--- src/rtl/deglitch_sync_filter.sv ---
// rtl/deglitch_sync_filter.sv - multi-channel synchronizer plus counting deglitch filter
module deglitch_sync_filter #(
    parameter int             CH       = 2,
    parameter int             CNT_W    = 4,
    parameter int             SYNC_STG = 2,
    parameter logic [CH-1:0]  RST_VAL  = {CH{1'b1}}
) (
    input  logic             clk,
    input  logic             rst,
    input  logic [CH-1:0]    din,
    input  logic [CH-1:0]    byp,
    input  logic [CNT_W-1:0] thresh,
    output logic [CH-1:0]    dout,
    output logic [CH-1:0]    rise,
    output logic [CH-1:0]    fall,
    output logic [CH-1:0]    glitch
);

    for (genvar g = 0; g < CH; g++) begin : g_ch
        logic [SYNC_STG-1:0] r_sync;
        logic [CNT_W-1:0]    r_cnt;
        logic                r_dout;
        logic                r_rise;
        logic                r_fall;
        logic                r_glitch;
        logic                w_sync;
        logic                w_diff;
        logic                w_next;

        assign w_sync = r_sync[SYNC_STG-1];
        assign w_diff = (w_sync != r_dout);

        // >= rather than == so a lowered thresh flips on the next differing cycle
        always_comb begin
            w_next = r_dout;
            if (byp[g])
                w_next = w_sync;
            else if (w_diff && (r_cnt >= thresh))
                w_next = w_sync;
        end

        always_ff @(posedge clk) begin
            if (rst) begin
                r_sync   <= {SYNC_STG{RST_VAL[g]}};
                r_dout   <= RST_VAL[g];
                r_cnt    <= '0;
                r_rise   <= 1'b0;
                r_fall   <= 1'b0;
                r_glitch <= 1'b0;
            end else begin
                r_sync <= {r_sync[SYNC_STG-2:0], din[g]};
                r_dout <= w_next;
                r_rise <= w_next & ~r_dout;
                r_fall <= ~w_next & r_dout;
                if (byp[g]) begin
                    r_cnt    <= '0;
                    r_glitch <= 1'b0;
                end else if (!w_diff) begin
                    r_cnt    <= '0;
                    r_glitch <= (r_cnt != '0);
                end else if (r_cnt >= thresh) begin
                    r_cnt    <= '0;
                    r_glitch <= 1'b0;
                end else begin
                    r_cnt    <= r_cnt + CNT_W'(1);
                    r_glitch <= 1'b0;
                end
            end
        end

        assign dout[g]   = r_dout;
        assign rise[g]   = r_rise;
        assign fall[g]   = r_fall;
        assign glitch[g] = r_glitch;
    end

endmodule

--- config.mk ---
export PLATFORM = sky130hd
export DESIGN_NAME = deglitch_sync_filter
export DESIGN_NICKNAME = d
export VERILOG_FILES = /design/src/rtl/deglitch_sync_filter.sv
export SDC_FILE = /design/constraint.sdc
export NUM_CORES = 1
export LEC_CHECK = 0
export ABC_AREA = 1
export CORE_UTILIZATION = 54
export CTS_BUF_LIST = sky130_fd_sc_hd__clkbuf_8
export DETAILED_ROUTE_END_ITERATION = 8
export GPL_ROUTABILITY_DRIVEN = 0
export PLACE_DENSITY = 0.83
export SLEW_MARGIN = 40
export SYNTH_ARGS = -nofsm -noshare
export SYNTH_HDL_FRONTEND = slang
export SYNTH_SLANG_ARGS = --single-unit
export TNS_END_PERCENT = 50
--- constraint.sdc ---
create_clock -name clk -period 1.7 [get_ports clk]
set_clock_uncertainty 0.1 [all_clocks]
set_input_delay 0.17 -clock clk [delete_from_list [all_inputs] [get_ports clk]]
set_output_delay 0.17 -clock clk [all_outputs]
set_load 0.005 [all_outputs]
==> impl_metrics.tcl <==
set metrics [dict create \
    status "completed" \
    hold_viol 0 \
    path_cells "clkdlybuf4s50_1 > inv_1 > ha_1 > nand2_1 > inv_1 > nand2_1 > nand4_1 > nand2_1 > nand3_1" \
    critPathLaunchType "input port" \
    cts.htree.levels 1 \
    clk_pin_slew_ns 0.07 \
    fmax_mhz 652.1 \
    cts_inserted_buffers 3 \
    hold_buffers 0 \
    drcViolationCount 0 \
    power_switching_share_pct 20.74 \
    max-cap-violations 0 \
    cts_sinks 20 \
    layout-drive-gt1-share_pct 10.14 \
    rsz0062_at_grt "no" \
    routed_via_density 4.815 \
    syn-mean-instance-area_um2 7.878 \
    dpl.cell_count 169 \
    cpPeakStageDelay_ns 0.45 \
    fill_cells 145 \
    vias 833 \
    antenna_cells 0 \
    cp.arrival_ns 1.58 \
    drtIter0Drc 11 \
    postCtsSetupBuffers 0 \
    peakVddDrop_v 0.0005746 \
    crit_top_cell "nand2_1" \
    holdWs_ns 0.3183 \
    grt_pass1_vias 780 \
    die_w_um 46.38 \
    powerDensity_nw_per_um2 840.8 \
    ios 18 \
    synth_area_um2 1064 \
    p_sw_mw 0.2230 \
    yosysSeqAreaShare_pct 37.65 \
    yosys_register_bits 20 \
    initial_utilization_pct 59.65 \
    grt_use_total_pct 20.47 \
    die_area_um2 2151 \
    synth.distinct_cells 17 \
    utilization_pct 71.72 \
    cp_max_fo 3 \
    first_pass_iters 6 \
    syn_inst 135 \
    grt_overflow 0 \
    worstSetupEndpointType "register" \
    setup_viol 0 \
    required_ns 1.75 \
    yosysTopAreaCell "dfxtp_1" \
    p_int_mw 0.8521 \
    nets 171 \
    critical_path_class "in -> reg" \
    synth.top_cell.area_share_pct 37.65 \
    core_area_um2 1783 \
    drv_slew 0 \
    pwr-share-comb_pct 10.6 \
    finalCritPeriodShare_pct 90.21 \
    syn_nets 157 \
    power.leakage_nw 0.6644 \
    cts_tree "built" \
    finalNonFillerCells 173 \
    port-buffer-count 17 \
    antenna_found_initial 0 \
    grt_pass1_wl_um 3063 \
    routed_wl_um 1872 \
    tightestPinTransition_ns 0.3180 \
    min_path_type "reg -> reg" \
    ant_nets 0 \
    wl_per_cell_um 10.82 \
    yosysWarnings 0 \
    seqPwrFrac_pct 45.6 \
    cts_root_buffer "clkbuf_8" \
    hpwl_um 1377 \
    ctsResizeCount 0 \
    die_h_um 46.38 \
    rows 15 \
    clock_power_share_pct 43.8 \
    cts_buffer_depth 2 \
    synth.area.top_cells "dfxtp_1 38%, ha_1 14%, inv_1 9.2%" \
    max_slew_margin_pct 78.74 \
    clock_latency_ns 0.26 \
    area_growth_pct 20.24 \
    slowest_stage "clkdlybuf4s50_1" \
    period_minus_slack_ns 1.534 \
    grt_start_max_net_pins 13 \
]
state kept, by name, summed over array words and instances (netlist names):
| name | count |
|---|---|
| g_ch.r_dout | 2 |
| g_ch.r_cnt | 8 |
| g_ch.r_glitch | 2 |
| g_ch.r_rise | 2 |
| g_ch.r_sync | 4 |
| g_ch.r_fall | 2 |
cells in the mapped netlist:
cell	count
inv_2	2
nand4_1	4
nor2_1	12
nand4_2	2
a211oi_1	2
nand3_1	6
nor3_1	2
dfxtp_1	20
a21oi_2	2
buf_4	8
or2_2	4
inv_1	26
nand2_1	26
xor2_1	4
xnor2_1	2
ha_1	12
buf_2	1
power groups by stage:
stage / combinational (mW) / clock [mW] / sequential, mW
2_1_floorplan: 0.0752 / 0 / 0.499
3_3_place_gp: 0.107 / 0 / 0.501
3_5_place_dp: 0.112 / 0 / 0.501
4_1_cts: 0.114 / 0.486 / 0.490
5_1_grt: 0.128 / 0.512 / 0.492
6_report: 0.114 / 0.471 / 0.490
area by class of cell:
type	count	area [um2]	area share [%]
clock buffer	3	41.29	3.229
clock inverter	1	30.03	2.348
inverter	28	105.1	8.219
multi-input combinational	78	493.0	38.55
sequential	20	400.4	31.31
tap	25	31.28	2.446
timing repair buffer	18	177.7	13.89
kinds of logic (layout without fill, tap and decap cells):
kind of cell	count (synthesis)	in the layout	share of synthesized area [%]
AO/OA/AOI/OAI	4	4	3.059
XOR/XNOR	6	6	4.941
adder cells (fa/ha/maj)	12	12	14.12
buffers and inverters	37	50	16.00
flip-flops	20	20	37.65
AND/OR/NAND/NOR	56	56	24.23
cell usage in the layout, fill, tap and decap left out:
| master | synthesis | routed |
|---|---|---|
| xnor2_1 | 2 | 2 |
| a21oi_2 | 2 | 2 |
| nor3_1 | 2 | 2 |
| dfxtp_1 | 20 | 20 |
| inv_1 | 26 | 26 |
| or2_2 | 4 | 4 |
| clkbuf_8 | 0 | 3 |
| inv_2 | 2 | 2 |
| bufinv_16 | 0 | 1 |
| buf_4 | 8 | 1 |
| clkdlybuf4s50_1 | 0 | 17 |
| nor2_1 | 12 | 12 |
| nand3_1 | 6 | 6 |
| nand2_1 | 26 | 26 |
| xor2_1 | 4 | 4 |
| nand4_1 | 4 | 4 |
| ha_1 | 12 | 12 |
| a211oi_1 | 2 | 2 |
| nand4_2 | 2 | 2 |
per-layer routing:
layer | share of wire, % | vias up | global-route usage (%) | wire length (um)
li1 | - | 436 | - | -
met1 | 42 | 380 | 20.67 | 783
met2 | 54 | 13 | 38.89 | 1020
met3 | 2.2 | 4 | 3.529 | 41
met4 | 1.4 | 0 | 10.59 | 27
met5 | 0 | - | 0 | 0
through the flow:
step                       TNS [ns]  power (mW)  setup WS, ns  instance area, um2
after floorplan                   0      0.5741        0.4055                1064
after global placement    -0.001212      0.6072     -0.001212                1207
after detailed placement    -0.1077      0.6129      -0.04505                1207
after CTS                         0       1.090        0.1960                1279
after global routing              0       1.131       0.07718                1279
final                             0       1.075        0.1664                1279
worst max-delay path, delay by kind of cell:
kind | cells | cell delay [ns]
buf+inv | 3 | 0.57
simple gates | 5 | 0.51
fa+ha+maj | 1 | 0.33
path summary, 6_finish.rpt:
check        slack [ns]              start                end  depth (start not counted)
min                0.32  g_ch[1].r_sync[0]  g_ch[1].r_sync[1]                          1
max                0.17          thresh[1]     g_ch[0].r_dout                          9
max reg2reg        0.18   g_ch[0].r_cnt[0]     g_ch[0].r_dout                          8
min reg2reg        0.32  g_ch[1].r_sync[0]  g_ch[1].r_sync[1]                          1
Power figures use the tool's default switching activity.
